### config.mk
export PLATFORM = sky130hd
export DESIGN_NAME = regfile_rsp
export DESIGN_NICKNAME = d
export VERILOG_FILES = /design/src/rtl/regfile_rsp.sv
export SDC_FILE = /design/constraint.sdc
export NUM_CORES = 1
export LEC_CHECK = 0
export ABC_CLOCK_PERIOD_IN_PS = 4300
export BUFFER_PORTS_ARGS = -buffer_cell sky130_fd_sc_hd__buf_2
export CELL_PAD_IN_SITES_DETAIL_PLACEMENT = 1
export CELL_PAD_IN_SITES_GLOBAL_PLACEMENT = 1
export CORE_ASPECT_RATIO = 1.1
export CORE_MARGIN = 2
export CORE_UTILIZATION = 41
export CTS_BUF_LIST = sky130_fd_sc_hd__clkbuf_4 sky130_fd_sc_hd__clkbuf_8
export CTS_CLUSTER_SIZE = 25
export DETAILED_ROUTE_END_ITERATION = 12
export PLACE_DENSITY_LB_ADDON = 0.12
export REMOVE_ABC_BUFFERS = 1
export SLEW_MARGIN = 10
export SYNTH_ARGS = -nofsm -noshare
export SYNTH_HDL_FRONTEND = slang
export SYNTH_SLANG_ARGS = --single-unit
### constraint.sdc
create_clock -name clk -period 4.3 [get_ports clk]
set_clock_uncertainty 0.15 [all_clocks]
set_input_delay 0.86 -clock clk [delete_from_list [all_inputs] [get_ports clk]]
set_output_delay 0.86 -clock clk [all_outputs]
set_load 0.03 [all_outputs]
### src/rtl/regfile_rsp.sv
// -----------------------------------------------------------------------------
// regfile_rsp
//
// General-purpose register file acting as the responder for the decode stage's
// two operand-read ports, plus the single write-back port from the last
// pipeline stage.
//
// Features:
//   - Two combinational read ports with same-cycle write-through bypass.
//   - Register $0 is hardwired to read zero; write-backs to it are dropped.
//   - After every reset a hardware sequencer clears all NUM_REGS entries, one
//     per clock. The pipeline is held (stallreq_o=1) until the clear is done.
//
// Ports:
//   clk, rst          single rising-edge clock, synchronous active-high reset
//   we/waddr/wdata    write-back port (ignored while clearing)
//   re1/raddr1/rdata1 operand read port 1 (rdata1 is combinational)
//   re2/raddr2/rdata2 operand read port 2 (rdata2 is combinational)
//   ready_o           registered, high once the clear sequence has completed
//   stallreq_o        ~ready_o, pipeline hold request
//
// NUM_REGS must equal 2**ADDR_W so the clear counter visits every entry and
// wraps back to zero.
// -----------------------------------------------------------------------------
module regfile_rsp #(
  parameter int DATA_W   = 32,
  parameter int ADDR_W   = 5,
  parameter int NUM_REGS = 32
) (
  input  logic              clk,
  input  logic              rst,
  input  logic              we,
  input  logic [ADDR_W-1:0] waddr,
  input  logic [DATA_W-1:0] wdata,
  input  logic              re1,
  input  logic [ADDR_W-1:0] raddr1,
  output logic [DATA_W-1:0] rdata1,
  input  logic              re2,
  input  logic [ADDR_W-1:0] raddr2,
  output logic [DATA_W-1:0] rdata2,
  output logic              ready_o,
  output logic              stallreq_o
);

  typedef enum logic {
    ST_CLEAR = 1'b0,
    ST_READY = 1'b1
  } state_e;

  localparam logic [ADDR_W-1:0] ZERO_ADDR = {ADDR_W{1'b0}};
  localparam logic [ADDR_W-1:0] ONE_ADDR  = ADDR_W'(1);
  localparam logic [ADDR_W-1:0] LAST_IDX  = ADDR_W'(NUM_REGS - 1);
  localparam logic [DATA_W-1:0] ZERO_DATA = {DATA_W{1'b0}};

  state_e            state_q, state_d;
  logic [ADDR_W-1:0] clr_cnt_q, clr_cnt_d;
  logic              ready_q, ready_d;

  // Storage is deliberately not reset: the clear sequencer owns initialisation,
  // and the read path masks everything until ready_q is set.
  logic [DATA_W-1:0] regs_q [NUM_REGS];

  // Single storage write port shared by the clear sequencer and write-back.
  logic              wr_en_s;
  logic [ADDR_W-1:0] wr_addr_s;
  logic [DATA_W-1:0] wr_data_s;

  logic              rd_valid_s;

  // Read-port priority mux: masked before ready / during reset, $0 reads zero,
  // a matching write-back is forwarded, otherwise storage is returned if enabled.
  function automatic logic [DATA_W-1:0] read_port(
    input logic              valid,
    input logic              re,
    input logic [ADDR_W-1:0] raddr,
    input logic              wr_we,
    input logic [ADDR_W-1:0] wr_addr,
    input logic [DATA_W-1:0] wr_data,
    input logic [DATA_W-1:0] stored
  );
    logic [DATA_W-1:0] result;
    if (!valid) begin
      result = ZERO_DATA;
    end else if (raddr == ZERO_ADDR) begin
      result = ZERO_DATA;
    end else if (re && wr_we && (wr_addr == raddr)) begin
      result = wr_data;
    end else if (re) begin
      result = stored;
    end else begin
      result = ZERO_DATA;
    end
    return result;
  endfunction

  // Next-state logic for the clear/ready FSM and selection of the storage write.
  always_comb begin
    state_d   = state_q;
    clr_cnt_d = clr_cnt_q;
    ready_d   = ready_q;
    wr_en_s   = 1'b0;
    wr_addr_s = clr_cnt_q;
    wr_data_s = ZERO_DATA;

    if (rst) begin
      // Storage is left untouched in a reset cycle; the restart is applied
      // by the state register.
      state_d   = ST_CLEAR;
      clr_cnt_d = ZERO_ADDR;
      ready_d   = 1'b0;
    end else begin
      case (state_q)
        ST_CLEAR: begin
          // One entry per clock; write-backs are dropped, not queued.
          wr_en_s   = 1'b1;
          wr_addr_s = clr_cnt_q;
          wr_data_s = ZERO_DATA;
          clr_cnt_d = clr_cnt_q + ONE_ADDR;
          if (clr_cnt_q == LAST_IDX) begin
            state_d = ST_READY;
            ready_d = 1'b1;
          end else begin
            state_d = ST_CLEAR;
            ready_d = 1'b0;
          end
        end
        ST_READY: begin
          ready_d = 1'b1;
          if (we && (waddr != ZERO_ADDR)) begin
            wr_en_s   = 1'b1;
            wr_addr_s = waddr;
            wr_data_s = wdata;
          end else begin
            wr_en_s   = 1'b0;
          end
        end
        default: begin
          state_d   = ST_CLEAR;
          clr_cnt_d = ZERO_ADDR;
          ready_d   = 1'b0;
        end
      endcase
    end
  end

  // FSM state, clear counter and ready flag with synchronous reset.
  always_ff @(posedge clk) begin
    if (rst) begin
      state_q   <= ST_CLEAR;
      clr_cnt_q <= ZERO_ADDR;
      ready_q   <= 1'b0;
    end else begin
      state_q   <= state_d;
      clr_cnt_q <= clr_cnt_d;
      ready_q   <= ready_d;
    end
  end

  // Register storage update (clear sequencer or write-back).
  always_ff @(posedge clk) begin
    if (wr_en_s) begin
      regs_q[wr_addr_s] <= wr_data_s;
    end
  end

  // Read gating: nothing from storage is visible in reset or before the clear ends.
  always_comb begin
    rd_valid_s = 1'b0;
    if (!rst && ready_q) begin
      rd_valid_s = 1'b1;
    end else begin
      rd_valid_s = 1'b0;
    end
  end

  // Operand read port 1.
  always_comb begin
    rdata1 = ZERO_DATA;
    rdata1 = read_port(rd_valid_s, re1, raddr1, we, waddr, wdata, regs_q[raddr1]);
  end

  // Operand read port 2.
  always_comb begin
    rdata2 = ZERO_DATA;
    rdata2 = read_port(rd_valid_s, re2, raddr2, we, waddr, wdata, regs_q[raddr2]);
  end

  // Handshake outputs come straight from the ready flop.
  always_comb begin
    ready_o    = ready_q;
    stallreq_o = ~ready_q;
  end

endmodule

==> reports/metrics.yaml <==
synth:
  synth_compound_area_frac: 0.0526
  postSynthCellCount: 2434
  yosys.area.top_type_share: 0.640
  synth_flop_cell: "edfxtp_1"
  synth_area_leader_cell: "edfxtp_1"
  netlist-cell-type-count: 45
  yosys_register_bits: 1030
  synth_area_leaders: "edfxtp_1 64%, mux4_2 24%, a211oi_1 1.8%"
  synth_edf_count: 1024
  synthArstFlopShare: 0
  synth_top_family_by_area: "multiplexers"
  avgSynthCellArea_um2: 19.7
  yosysSeqAreaShare: 0.643
  synthXorXnorAreaFrac: 0.00219
  synth.cell_area_mm2: 0.0480
  synthMuxAreaShare: 0.255
  yosysWarnings: 0
  synthSimpleGateAreaFrac: 0.0277
  synthAdderAreaFrac: 0.000521
detailed_routing:
  wl_met2_um: 81300
  drc: 6
  antenna_left: 0
  wl_met3_um: 7710
  vias: 27791
  routed_wl_um: 154000
  viasPerCell: 6.31
  wl_met1_um: 59800
  wl_per_cell_um: 34.9
  drt_first_pass_iters: 10
  top_layer_used: "met4"
  drt_iter0_drc: 2659
floorplanning:
  core-area_mm2: 0.116
  die_w_um: 330
  start_util: 0.414
  ios: 118
  rows: 131
  chipHeight_um: 363
  dieArea_mm2: 0.120
sta:
  rsz0062_at_grt: "false"
  relSlewSlack: 0.286
  final_hold_viol_count: 0
  fmax_ghz: 0.239
  setup_viol: 0
  fin_crit_ns: 4.18
  post-route-period-util: 0.973
  drv_slew: 0
  worstMarginPinSlew_ns: 1.07
finish:
  layout_common_cells: "1024 x edfxtp_1, 511 x mux4_2, 177 x clkbuf_8"
  layout_commonest_cell: "edfxtp_1"
  area_growth_pct: 16.0
  num-nets-final: 2787
  fin_cells: 4403
  drive_gt1_frac: 0.403
  fillers: 10696
run_status:
  outcome: "finished, violations left"
  violations: "DRC"
global_route:
  antenna_found_initial: 1
  grt_start_max_net_pins: 75
  grt_pass1_wl_um: 221000
  first_global_vias: 30460
  grt_overflow: 0
  grt.total_usage: 0.261
cts:
  insertion_delay_ns: 0.86
  clockBufferDepth: 3
  cts.clk_slew.worst_paths_ns: 0.06
  h-tree-depth: 4
  root_buffer: "clkbuf_8"
  cts.sinks: 1030
  post_cts_buffers: 0
  cts_tree: "built"
  cts_made_buffers: 174
power_and_ir_drop:
  power.total_w: 0.0209
  peakVddDrop_uv: 273
  p_per_area_mw_per_mm2: 375
  leakage_nw: 19.6
setup_path:
  critical_path.slowest_cell: "or4_4"
  path_common_cell: "buf_2"
  crit_chain: "buf_2 -> xor2_1 -> or4_4 -> or2_1 -> and4_4 -> a221o_1 -> buf_2"
  crit_type: "input port to primary output"
  slowest_delay_ns: 0.57
  worstPathRequired_ns: 3.29
  path_max_fanout: 31
  endpoint_kind: "primary output"
  startpoint_type: "input port"
  arrival_ns: 3.17
flow_run:
  maxCapViolations: 0
min_path:
  min_path_type: "input port to flop"
place:
  placed_cells: 4086
  place_hpwl_um: 94500
  gp_congestion: 0.803
  port_buffers: 117
stage by stage:
| step | util | setup TNS [ns] | hold WS, ns | cell area (µm²) | setup slack (ns) |
|---|---|---|---|---|---|
| floorplan | - | -12.24 | 0.327 | 47100 | -0.252 |
| global placement | 0.452 | 0 | 0.356 | 52400 | 0.168 |
| detailed placement | 0.452 | 0 | 0.374 | 52400 | 0.135 |
| CTS | 0.480 | 0 | 0.103 | 55700 | 0.00702 |
| global route | 0.480 | 0 | 0.178 | 55700 | 0.0602 |
| finish | 0.480 | 0 | 0.192 | 55700 | 0.118 |
critical path, delay by kind of cell:
kind / cells / cell delay, ns
compound gates: 1 / 0.44
xor+xnor: 1 / 0.17
buf+inv: 2 / 0.33
simple gates: 3 / 1.28
power breakdown:
part           total, W  switching [W]  internal [W]
sequential       0.0110      0.0000285        0.0109
combinational   0.00144       0.000806      0.000635
clock           0.00851        0.00412       0.00438
total            0.0209        0.00496        0.0160
kinds of logic (layout without fill, tap and decap cells):
kind of cell	after synthesis	in the layout
adder cells (fa/ha/maj)	2	2
multiplexers	585	585
flip-flops	1030	1030
buffers and inverters	215	654
XOR/XNOR	12	12
AND/OR/NAND/NOR	258	258
other	0	1
AO/OA/AOI/OAI	332	332
state kept, by name, summed over array words and instances, names as in the netlist:
| name | flops |
|---|---|
| regs_q | 1024 |
| clr_cnt_q | 5 |
| state_q | 1 |
what timing repair did:
| item | 4_1_cts | 5_1_grt |
|---|---|---|
| gates cloned | 0 | 0 |
| setup endpoints to repair | 26 | 2 |
| gates resized for setup | 4 | 2 |
| hold buffers | 0 | 0 |
metal layers:
metal  track usage  vias to the layer above
met5             0                        -
met4        0.0951                        0
met3        0.0351                      273
met2         0.462                     1012
met1         0.327                    15215
li1              -                    11291
cells in the mapped netlist (5+ instances only):
| master | n |
|---|---|
| edfxtp_1 | 1024 |
| mux4_2 | 511 |
| a211oi_1 | 117 |
| clkbuf_1 | 115 |
| mux2i_1 | 72 |
| buf_2 | 69 |
| nor2b_1 | 68 |
| nor2_1 | 65 |
| a221o_1 | 63 |
| a22oi_1 | 62 |
| o22ai_1 | 62 |
| nand2_1 | 50 |
| and2_1 | 32 |
| buf_1 | 23 |
| a21oi_1 | 16 |
| nor3_1 | 12 |
| xor2_1 | 9 |
| dfxtp_1 | 6 |
| o21ai_0 | 6 |
| buf_6 | 5 |
final cells by class:
cell class              count  area [µm²]  area share
multi-input cells        1189       16600       0.297
clock buffers             225        2790      0.0500
inverters                   3        11.3    0.000202
diodes                      1        2.50   0.0000449
clock inverters            91         519     0.00931
flip-flops and latches   1030       30900       0.554
well taps                1529        1910      0.0343
repair buffers            335        3070      0.0551
final timing paths:
check / end / slack, ns / depth (start not counted) / start
hold reg to reg: clr_cnt_q[0] / 0.38 / 2 / clr_cnt_q[0]
setup / recovery: rdata1[14] / 0.12 / 7 / waddr[3]
setup reg to reg: regs_q[11][20] / 1.01 / 7 / state_q
hold / removal: state_q / 0.19 / 3 / rst
(Power assumes the default switching activity.)
